`config.mk`:
```
export PLATFORM = sky130hd
export DESIGN_NAME = traf_ctl_gen
export DESIGN_NICKNAME = d
export VERILOG_FILES = /design/src/rtl/traf_ctl_gen.sv
export SDC_FILE = /design/constraint.sdc
export NUM_CORES = 1
export LEC_CHECK = 0
export CELL_PAD_IN_SITES_DETAIL_PLACEMENT = 0
export CELL_PAD_IN_SITES_GLOBAL_PLACEMENT = 1
export CORE_MARGIN = 5
export CORE_UTILIZATION = 45
export CTS_CLUSTER_SIZE = 16
export DETAILED_ROUTE_END_ITERATION = 16
export PLACE_DENSITY_LB_ADDON = 0.1
export SLEW_MARGIN = 0
export SYNTH_ARGS = -nofsm -noshare
export SYNTH_HDL_FRONTEND = slang
export SYNTH_SLANG_ARGS = --single-unit
export TNS_END_PERCENT = 20
```
`constraint.sdc`:
```
create_clock -name Clk -period 11.85 [get_ports Clk]
set_input_delay 2.37 -clock Clk [delete_from_list [all_inputs] [get_ports Clk]]
set_output_delay 2.37 -clock Clk [all_outputs]
set_load 0.01 [all_outputs]
```
`src/rtl/traf_ctl_gen.sv`:
```
// traf_ctl_gen
//   Two-road traffic-light controller with per-road green times and pedestrian
//   green truncation. It also provides an all-red clearance phase, a
//   flashing-yellow night mode and a 4-digit multiplexed 7-segment countdown.
//
// Ports
//   Clk                      system clock
//   Reset                    synchronous, active-high reset
//   Night                    level, 1 selects flashing-yellow night mode
//   Ped_req[1:0]             bit0 asks road 1 to stop, bit1 asks road 2 to stop
//   Red1/Yellow1/Green1      road-1 lamps, active-high, registered
//   Red2/Yellow2/Green2      road-2 lamps, active-high, registered
//   Seg[7:0]                 segments {dp,g,f,e,d,c,b,a}, inverted if SEG_ACTIVE_LOW
//   Sl[3:0]                  one-hot digit select, 4'b0001 is digit 0
module traf_ctl_gen #(
  parameter int CLK_DIV        = 50000000,
  parameter int GREEN1_T       = 30,
  parameter int GREEN2_T       = 20,
  parameter int YELLOW_T       = 3,
  parameter int ALL_RED_T      = 2,
  parameter int PED_MIN        = 5,
  parameter int SCAN_DIV       = 50000,
  parameter int SEG_ACTIVE_LOW = 0
) (
  input  logic       Clk,
  input  logic       Reset,
  input  logic       Night,
  input  logic [1:0] Ped_req,
  output logic       Red1,
  output logic       Yellow1,
  output logic       Green1,
  output logic       Red2,
  output logic       Yellow2,
  output logic       Green2,
  output logic [7:0] Seg,
  output logic [3:0] Sl
);

  localparam int PW = $clog2(CLK_DIV);
  localparam int SW = (SCAN_DIV > 1) ? $clog2(SCAN_DIV) : 1;

  typedef enum logic [2:0] {
    ST_G1, ST_Y1, ST_AR1, ST_G2, ST_Y2, ST_AR2, ST_NIGHT
  } state_e;

  // Lamp vector order: {Red1, Yellow1, Green1, Red2, Yellow2, Green2}
  localparam logic [5:0] LAMPS_G1 = 6'b001_100;

  logic [PW-1:0] presc_q;
  logic          tick;
  logic [SW-1:0] scanCnt_q;
  logic [1:0]    scan_q;

  state_e        state_q, state_d;
  logic [6:0]    cnt_q, cnt_d;
  logic          blink_q, blink_d;
  logic [5:0]    lamps_q;

  // Phase duration loaded into cnt on entry to a phase.
  function automatic logic [6:0] durOf(input state_e s);
    case (s)
      ST_G1:   durOf = 7'(GREEN1_T);
      ST_Y1:   durOf = 7'(YELLOW_T);
      ST_AR1:  durOf = 7'(ALL_RED_T);
      ST_G2:   durOf = 7'(GREEN2_T);
      ST_Y2:   durOf = 7'(YELLOW_T);
      default: durOf = 7'(ALL_RED_T);
    endcase
  endfunction

  function automatic state_e nextOf(input state_e s);
    case (s)
      ST_G1:   nextOf = ST_Y1;
      ST_Y1:   nextOf = ST_AR1;
      ST_AR1:  nextOf = ST_G2;
      ST_G2:   nextOf = ST_Y2;
      ST_Y2:   nextOf = ST_AR2;
      default: nextOf = ST_G1;
    endcase
  endfunction

  function automatic logic [5:0] lampsOf(input state_e s, input logic b);
    case (s)
      ST_G1:   lampsOf = 6'b001_100;
      ST_Y1:   lampsOf = 6'b010_100;
      ST_AR1:  lampsOf = 6'b100_100;
      ST_G2:   lampsOf = 6'b100_001;
      ST_Y2:   lampsOf = 6'b100_010;
      ST_AR2:  lampsOf = 6'b100_100;
      default: lampsOf = {1'b0, b, 1'b0, 1'b0, b, 1'b0};
    endcase
  endfunction

  function automatic logic [7:0] segCode(input logic [3:0] d);
    case (d)
      4'd0:    segCode = 8'h3F;
      4'd1:    segCode = 8'h06;
      4'd2:    segCode = 8'h5B;
      4'd3:    segCode = 8'h4F;
      4'd4:    segCode = 8'h66;
      4'd5:    segCode = 8'h6D;
      4'd6:    segCode = 8'h7D;
      4'd7:    segCode = 8'h07;
      4'd8:    segCode = 8'h7F;
      4'd9:    segCode = 8'h6F;
      default: segCode = 8'h00;
    endcase
  endfunction

  assign tick = (presc_q == PW'(CLK_DIV - 1));

  // One-second prescaler and display scan timing; both restart on Reset so the
  // first tick lands exactly CLK_DIV cycles after Reset falls.
  always_ff @(posedge Clk) begin
    if (Reset) begin
      presc_q   <= '0;
      scanCnt_q <= '0;
      scan_q    <= 2'd0;
    end else begin
      presc_q <= tick ? '0 : presc_q + 1'b1;
      if (scanCnt_q == SW'(SCAN_DIV - 1)) begin
        scanCnt_q <= '0;
        scan_q    <= scan_q + 2'd1;
      end else begin
        scanCnt_q <= scanCnt_q + 1'b1;
      end
    end
  end

  // Next-state priority: Night, then leaving NIGHT, then pedestrian
  // truncation (beats a coincident tick), then the normal tick countdown.
  always_comb begin
    state_d = state_q;
    cnt_d   = cnt_q;
    blink_d = blink_q;
    if (Night) begin
      state_d = ST_NIGHT;
      if (state_q != ST_NIGHT) begin
        blink_d = 1'b0;
      end else if (tick) begin
        blink_d = ~blink_q;
      end
    end else if (state_q == ST_NIGHT) begin
      state_d = ST_AR2;
      cnt_d   = 7'(ALL_RED_T);
      blink_d = 1'b0;
    end else if (((state_q == ST_G1 && Ped_req[0]) || (state_q == ST_G2 && Ped_req[1]))
                 && (cnt_q > 7'(PED_MIN))) begin
      cnt_d = 7'(PED_MIN);
    end else if (tick) begin
      if (cnt_q > 7'd1) begin
        cnt_d = cnt_q - 7'd1;
      end else begin
        state_d = nextOf(state_q);
        cnt_d   = durOf(nextOf(state_q));
      end
    end
  end

  // Lamps are registered from the next state so they change on the same edge
  // as the state register.
  always_ff @(posedge Clk) begin
    if (Reset) begin
      state_q <= ST_G1;
      cnt_q   <= 7'(GREEN1_T);
      blink_q <= 1'b0;
      lamps_q <= LAMPS_G1;
    end else begin
      state_q <= state_d;
      cnt_q   <= cnt_d;
      blink_q <= blink_d;
      lamps_q <= lampsOf(state_d, blink_d);
    end
  end

  assign {Red1, Yellow1, Green1, Red2, Yellow2, Green2} = lamps_q;

  // Display: digit 3 tens, digit 2 units, digit 1 blank, digit 0 phase number.
  logic [7:0] segRaw;
  logic [3:0] tensDigit, unitDigit, phaseNum;

  assign tensDigit = 4'(cnt_q / 7'd10);
  assign unitDigit = 4'(cnt_q % 7'd10);
  assign phaseNum  = 4'({1'b0, state_q} + 4'd1);

  always_comb begin
    segRaw = 8'h00;
    if (state_q != ST_NIGHT) begin
      case (scan_q)
        2'd3:    segRaw = segCode(tensDigit);
        2'd2:    segRaw = segCode(unitDigit);
        2'd1:    segRaw = 8'h00;
        default: segRaw = segCode(phaseNum);
      endcase
    end
  end

  assign Seg = (SEG_ACTIVE_LOW != 0) ? ~segRaw : segRaw;
  assign Sl  = 4'b0001 << scan_q;

endmodule

```
Word level (Yosys, flattened, before mapping)
Memories as Yosys holds them, arrays and structs flattened.
Index checks and enable logic that the tools add are counted.
- equal/unequal tests: 19
- shift operators: 1
- $lt $le $gt $ge: 2
- reduce and logical (&&, ||, !) cells: 13
- bitwise gates (word level): 2
- multiplexer cells: 23
- div/mod/pow operators: 2
- multiply operators: 0
- add/sub/neg operators: 5
- operators with widths (operator ; number):
    two-way mux 3 bit ; 10
    case mux 6 bit (5 select lines) ; 1
    two-way mux 7 bit ; 4
    adder 26 x 1 -> 26 bit, second input constant ; 1
    == test 26 bit, second input constant ; 1
    case mux 8 bit (3 select lines) ; 1
    adder 16 x 1 -> 16 bit, second input constant ; 1
    == test 16 bit, second input constant ; 1
    == test 3 x 2 -> 1 bit, second input constant ; 5
    == test 3 bit, second input constant ; 5
    case mux 3 bit (5 select lines) ; 1
    case mux 5 bit (3 select lines) ; 1
    == test 3 x 1 -> 1 bit, second input constant ; 3
    logical NOT 3 bit ; 3
    two-way mux 8 bit ; 1
    OR reduction 2 bit ; 4
    divider 7 x 4 -> 7 bit, second input constant ; 1
    greater-than comparator 7 x 1 -> 1 bit, second input constant ; 1
    greater-than comparator 7 x 3 -> 1 bit, second input constant ; 1
    modulo 7 x 4 -> 7 bit, second input constant ; 1
    subtractor 7 x 1 -> 7 bit, second input constant ; 1
    adder 3 x 1 -> 4 bit, second input constant ; 1
    == test 2 bit, second input constant ; 2
    two-way mux 1 bit ; 4
    9 further kinds ; 12
- output and inout port bits: 18
- word-level logic and storage cells: 77
- bits in latches: 0
- memories: 3
- register bits: 61
- memory bits (read-only): 336
- input port bits: 5
- bits in writable memories: 0
- memories (name ; depth ; width ; read ports ; clocked after Yosys merged registers in ; wr ports ; RTL line ; text):
    (no name shown) ; 16 ; 7 ; 1 ; 0 ; 0 ; 95 ; case (d)
    (no name shown) ; 16 ; 7 ; 1 ; 0 ; 0 ; 95 ;
    (no name shown) ; 16 ; 7 ; 1 ; 0 ; 0 ; 95 ;

Logic depth before layout (Yosys ltp)
Gate-level depths: netlist (run 1).
- word-level depth: 14
- mapped depth: 16
- depth with buffers taken out: 15

Worst setup path after synthesis (run 1)
No wires, ideal clock.
- path kind: reg-to-output
- start point: register cnt_q[5]
- end point: output Seg[3]
- arrival: 3.274 ns
- data required time: 9.480 ns
- path buffers: 2
- setup slack: 6.206 ns
- stages on the path, launching flop included: 16
- path through: dfxtp_1 buf_2 buf_2 nor2_1 a221o_1 a21oi_1 ha_1 a221oi_1 a221oi_4 inv_1 ha_1 nand2b_1 a21oi_1 a211oi_1 a311oi_1 a21oi_1
- word-level cells in the longest chain between the ends: 4
- elaborated cells between the ends (all ways): 6
- those cells by class: div (2); mux (2); memory (2)
- ends and longest elaborated chain (element ; RTL line ; text):
    start: declaration ; 55 ; logic [6:0] cnt_q, cnt_d;
    start signal: assignment ; 165 ; cnt_q <= 7'(GREEN1_T);
    start signal: assignment ; 170 ; cnt_q <= cnt_d;
    modulo 7 x 4 -> 7 bit / divider 7 x 4 -> 7 bit (equally long branches) ; 183, 182 ;
    memory read (16 x 7 bit) ; -- ;
    case mux 8 bit (3 select lines) (*) ; 189 ; case (scan_q)
    two-way mux 8 bit (*) ; 188 ; if (state_q != ST_NIGHT) begin
    end: declaration ; 35 ; output logic [7:0] Seg,
Mark *: on every way between the ends. The rest lies on a longest branch, timed or not.

Worst setup path in the final report (run 1)
- start point: register cnt_q[4]
- end point: output Seg[3]
Same word-level chain as after synthesis.

==> reports/metrics.yaml, run 1 <==
synthToLayoutAreaGrowth_pct: 10.62
hold_viol_final: 0
pwr-share-clk_pct: 37.7
grt_pass1_vias: 3626
netlist_instances: 549
postLayoutCellArea_um2: 4731
cts.sinks: 61
grt_overflow: 0
relSlewSlack_pct: 39.97
async_flop_share_pct: 0
switching_share_pct: 29.18
vias: 3765
cp.required_ps: 9480
tns_ps: 0
synth_cell_types: 72
leakagePower_nw: 1.786
synth_fp_nets: 581
drv_slew: 0
core_um2: 9240
avgRoutedWirePerCell_um: 14.18
root_buffer: "clkbuf_8"
worstPathCellList: "or2b_2 > nor2_1 > a221o_1 > a21oi_1 > ha_1 > a221oi_1 > a221oi_4 > inv_1 > ha_1 > nand2b_1 > a21oi_1 > a211oi_1 > a311oi_1 > a21oi_1 > clkdlybuf4s50_1"
p_int_mw: 0.3430
grt_usage_pct: 17.51
synth_fa_ha_area_share_pct: 7.899
tightest_slew_ps: 900.5
clock_latency_ps: 330
synth_top_area_share_pct: 28.55
wl_um: 9768
drive_gt1_share_pct: 5.893
fin_crit_sh_pct: 61.22
synth_compound_gate_area_share_pct: 20.51
clockBufferDepth: 2
dr.pass1.iters: 4
synth_top_cell_by_area: "dfxtp_1"
numCtsBuffers: 9
setup_viol: 0
synth_simple_gate_area_share_pct: 25.75
status: "finished clean"
fmax_ghz: 0.1378
seq_power_share_pct: 45.0
synth_most_common_cell: "nor2_1"
nNetsFinal: 587
synth_seq_area_share_pct: 28.55
grt_pass1_wl_um: 16720
switchingPower_mw: 0.1414
post_cts_resized: 0
p_comb_share_pct: 17.3
mappedNetlistArea_um2: 4277
rsz0062_at_grt: "no"
gp_congestion: 0.8748
end_kind: "output port"
met2WireLength_um: 4686
postSynth.topFlopCell: "dfxtp_1"
path_delay_family: "compound AO/OA/AOI/OAI gates"
grt_max_degree: 26
diodes: 0
die_w_um: 107.5
met1_length_um: 4675
path_common_cell: "a21oi_1"
dpl_cell_area_um2: 4532
slowest_delay_ps: 880
yosysWarningCount: 0
cts_max_level: 3
antenna_found_initial: 0
min_path_type: "reg -> reg"
ant_nets: 0
critPathLaunchType: "flip-flop"
cts_tree: "yes"
critical_path_class: "reg -> out"
power_density_nw_per_um2: 102.4
clkTransAtPathRegs_ps: 70
port_buffers: 21
rows: 35
io_pins: 23
hpwlAfterDp_um: 7236
postCtsSetupBuffers: 0
path_max_fanout: 25
rrSetupSlack_ps: 9120
synthMuxAreaShare_pct: 2.253
wl_met3_um: 289
synth_seq_cells: 61
ys_top_cells_by_count: "nor2_1, dfxtp_1, nand2_1"
via_per_inst: 5.464
post-route-min-period_ps: 7255
cp_slowest_cell: "dfxtp_1"
arrival_ps: 4880
dieArea_um2: 11550
synth_xor_area_share_pct: 9.421
drc: 0
hold_buffers: 0
start_util_pct: 46.28
synth_edf_count: 0
synth_top_family_by_area: "simple AND/OR/NAND/NOR gates"
die-height_um: 107.5
syn_avg_cell_area_um2: 7.790
path_buf_inv: 2
peakVddDrop_mv: 0.08269
cap_violations: 0
synth_area_leaders: "dfxtp_1, ha_1, nor2_1"
worst_clock_skew_ps: 9.570
drt_iter0_drc: 134
total_power_mw: 0.4844
top_layer: "met4"
## kinds of logic (layout without fill, tap and decap cells)
logic type | after synthesis | in the layout
and+or+nand+nor | 217 | 217
xor gates and xnor gates | 46 | 46
buffers and inverters | 58 | 69
other | 1 | 1
muxes | 9 | 9
adders and majority gates | 27 | 27
DFF | 61 | 61
AOI/OAI and AO/OA | 130 | 130
## state kept, by name, indices dropped and copies added, names as in the netlist
signal / cells
blink_q: 1
cnt_q: 7
scanCnt_q: 16
state_q: 3
presc_q: 26
scan_q: 2
lamps_q: 6
## cell usage in the layout (no fill, tap or decap), types with 5 or more instances in the layout
| cell | count |
|---|---|
| a21o_1 | 6 |
| mux2i_1 | 7 |
| xnor2_1 | 25 |
| ha_1 | 27 |
| inv_1 | 29 |
| a21oi_1 | 36 |
| xor2_1 | 21 |
| or3_1 | 7 |
| dfxtp_1 | 61 |
| nor3_1 | 15 |
| clkbuf_8 | 9 |
| clkdlybuf4s50_1 | 21 |
| and3_1 | 10 |
| nor2_1 | 75 |
| nand2_1 | 38 |
| a31oi_1 | 6 |
| nand3_1 | 21 |
| nor4_1 | 5 |
| o211ai_1 | 5 |
| nor2b_1 | 11 |
| nand2b_1 | 7 |
| o21ai_0 | 27 |
## stage by stage
| step | util (%) | setup slack, ps | hold slack, ps | cells |
|---|---|---|---|---|
| 2_1_floorplan | - | 6206 | 417.5 | 549 |
| 3_3_place_gp | 49.05 | 5076 | 434.0 | 673 |
| 3_5_place_dp | 49.05 | 4996 | 438.0 | 673 |
| 4_1_cts | 51.20 | 4629 | 454.6 | 689 |
| 5_1_grt | 51.20 | 4169 | 507.7 | 689 |
| 6_report | 51.20 | 4595 | 452.6 | 689 |
## per-layer routing
layer / global-route usage, % / vias up
met5: 0 / -
met4: 5.140 / 0
met3: 2.579 / 11
met2: 30.91 / 57
met1: 21.97 / 1762
li1: - / 1935
## power groups by stage
stage / clock [mW] / sequential (mW) / combinational (mW)
final: 0.182 / 0.218 / 0.0840
after global routing: 0.200 / 0.219 / 0.0932
after CTS: 0.189 / 0.218 / 0.0842
after detailed placement: 0 / 0.223 / 0.0838
after global placement: 0 / 0.222 / 0.0841
after floorplan: 0 / 0.218 / 0.0642
## layout make-up
cell class | count | area [µm²]
clock buffers | 9 | 123.9
clock inverters | 7 | 75.07
fillers | 945 | 4509
inverters | 32 | 120.1
multi-input cells | 430 | 2819
flip-flops and latches | 61 | 1221
well taps | 129 | 161.4
repair buffers | 21 | 210.2
## final timing paths
kind / to / depth (start not counted) / from
max reg2reg: lamps_q[1]$_SDFF_PP0_ / 7 / cnt_q[4]$_SDFFE_PP1P_
min reg2reg: scanCnt_q[0]$_SDFF_PP0_ / 1 / scanCnt_q[0]$_SDFF_PP0_
min: scanCnt_q[0]$_SDFF_PP0_ / 1 / scanCnt_q[0]$_SDFF_PP0_
max: Seg[3] / 15 / cnt_q[4]$_SDFFE_PP1P_
(Power assumes the default switching activity.)
==> run 2, diff against run 1 <==
CORE_UTILIZATION = 41   (was 45)
clock period = 6.1 ns   (was 11.85 ns; I/O delays follow)
==> run 2 against run 1 <==
Cell area is 0.98% higher. Clock skew increased by 3.7 ps. Die area increased by 8.8%. Critical endpoint is now Seg[4]. Largest cell class unchanged.
==> reports/metrics.yaml, run 2 (synthesized netlist as in run 1, its figures left out) <==
io_pins: 23
drt_iter0_drc: 229
cts.sinks: 61
largest_reg_flops: 26
fin_crit_sh_pct: 91.69
min_to: "scanCnt_q[0]$_SDFF_PP0_"
switchingPower_mw: 0.2669
final_cell_mix: "nor2_1, dfxtp_1, nand2_1"
core_um2: 10230
dieArea_um2: 12570
tightest_slew_ps: 914.4
grt_max_degree: 26
path_max_fanout: 18
clkTransAtPathRegs_ps: 60
postLayoutCellArea_um2: 4777
via_per_inst: 5.457
r2r_end: "lamps_q[1]$_SDFF_PP0_"
port_buffers: 21
status: "finished clean"
cts_max_level: 3
grt_pass1_wl_um: 17020
rsz0062_at_grt: "no"
final_cells: 702
arrival_ps: 4370
rrSetupSlack_ps: 3340
drv_slew: 0
nNetsFinal: 593
hold_viol_final: 0
dpl_cell_area_um2: 4586
gp_congestion: 0.8319
worstPathCellList: "and2b_4 > xnor2_1 > a22o_1 > a21oi_1 > ha_1 > a221oi_1 > a221oi_4 > buf_4 > ha_1 > o21ai_0 > o21ai_0 > a21o_1 > a31oi_1 > a221oi_1 > clkdlybuf4s50_1"
tns_ps: 0
antenna_found_initial: 0
relSlewSlack_pct: 39.04
clockBufferDepth: 2
end_kind: "output port"
p_comb_share_pct: 18.4
rows: 37
top_regs: "presc_q: 26 flops, scanCnt_q: 16 flops, cnt_q: 7 flops"
slowest_delay_ps: 680
grt_pass1_vias: 3513
die-height_um: 112.1
synthToLayoutAreaGrowth_pct: 11.70
path_delay_family: "compound AO/OA/AOI/OAI gates"
leakagePower_nw: 1.827
hold_depth: 1
grt_usage_pct: 16.17
seq_power_share_pct: 44.3
ant_nets: 0
avgRoutedWirePerCell_um: 14.23
dr.pass1.iters: 5
root_buffer: "clkbuf_8"
peakVddDrop_mv: 0.1337
numCtsBuffers: 9
post-route-min-period_ps: 5593
dp_slack_ps: 930.1
min_path_type: "reg -> reg"
hpwlAfterDp_um: 7569
cap_violations: 0
path_buf_inv: 2
hold_buffers: 0
start_util_pct: 41.80
critPathLaunchType: "flip-flop"
mostFrequentLayoutCell: "nor2_1"
cts_tree: "yes"
grt_overflow: 0
wl_um: 9990
finalWorstSetupSlack_ps: 507.1
place_inst: 686
r2r-start: "cnt_q[5]$_SDFFE_PP0P_"
power_density_nw_per_um2: 197.5
regMostFlops: "presc_q"
setup_viol: 0
total_power_mw: 0.9433
critical_path_class: "reg -> out"
post_cts_resized: 0
worst_clock_skew_ps: 13.25
die_w_um: 112.1
cp.required_ps: 4880
postCtsSetupBuffers: 0
vias: 3831
drc: 0
drive_gt1_share_pct: 6.714
switching_share_pct: 28.29
reg2reg_depth: 8
p_int_mw: 0.6764
pwr-share-clk_pct: 37.4
cp_slowest_cell: "dfxtp_1"
fmax_ghz: 0.1788
diodes: 0
clock_latency_ps: 350
hp-start: "scanCnt_q[0]$_SDFF_PP0_"
[run 2: how the worst max path moves through the flow]
stage / from / to / slack (ps) / cells after the start
finish: cnt_q[3]$_SDFFE_PP1P_ / Seg[4] / 510 / 15
global route: cnt_q[3]$_SDFFE_PP1P_ / Seg[4] / 180 / 15
CTS: cnt_q[3]$_SDFFE_PP1P_ / Seg[6] / 550 / 16
detailed placement: cnt_q[3]$_SDFFE_PP1P_ / Seg[6] / 930 / 16
global placement: cnt_q[3]$_SDFFE_PP1P_ / Seg[6] / 1000 / 16
floorplan: cnt_q[5]$_SDFFE_PP0P_ / Seg[3] / 1610 / 15
[run 2: power groups by stage]
stage | registers [mW] | logic, mW | clock network (mW)
floorplan | 0.423 | 0.125 | 0
global placement | 0.427 | 0.173 | 0
detailed placement | 0.427 | 0.173 | 0
CTS | 0.418 | 0.174 | 0.366
global route | 0.419 | 0.191 | 0.386
finish | 0.418 | 0.173 | 0.352
[run 2: area by class of cell]
class                      count  area, µm²
tap                          136      170.2
fill                        1026       5454
sequential                    61       1221
inverter                      32      120.1
multi-input combinational    430       2819
clock buffer                  11      141.4
timing repair buffer          27      255.2
clock inverter                 5      50.05
[run 2: worst register-to-register path, cell delays in order, from the launching register on]
cell and delay (ps):
dfxtp_1 470, buf_4 250, nor3_1 430, and3_1 390, and3_1 290, mux2i_1 280
o21bai_2 130, nor2b_1 160, nor4_1 250
[run 2: through the flow]
step / util [%] / hold slack [ps]
after global routing: 46.69 / 478.7
after floorplan: - / 417.5
after CTS: 46.69 / 461.6
after detailed placement: 44.82 / 446.7
final: 46.69 / 450.2
after global placement: 44.82 / 444.8
[run 2: per-layer routing]
| layer | vias to the layer above | GRT usage [%] | wire [µm] |
|---|---|---|---|
| met5 | - | 0 | 0 |
| met4 | 0 | 5.369 | 132 |
| met3 | 10 | 3.019 | 300 |
| met2 | 55 | 27.21 | 4785 |
| met1 | 1816 | 20.85 | 4772 |
| li1 | 1950 | - | - |
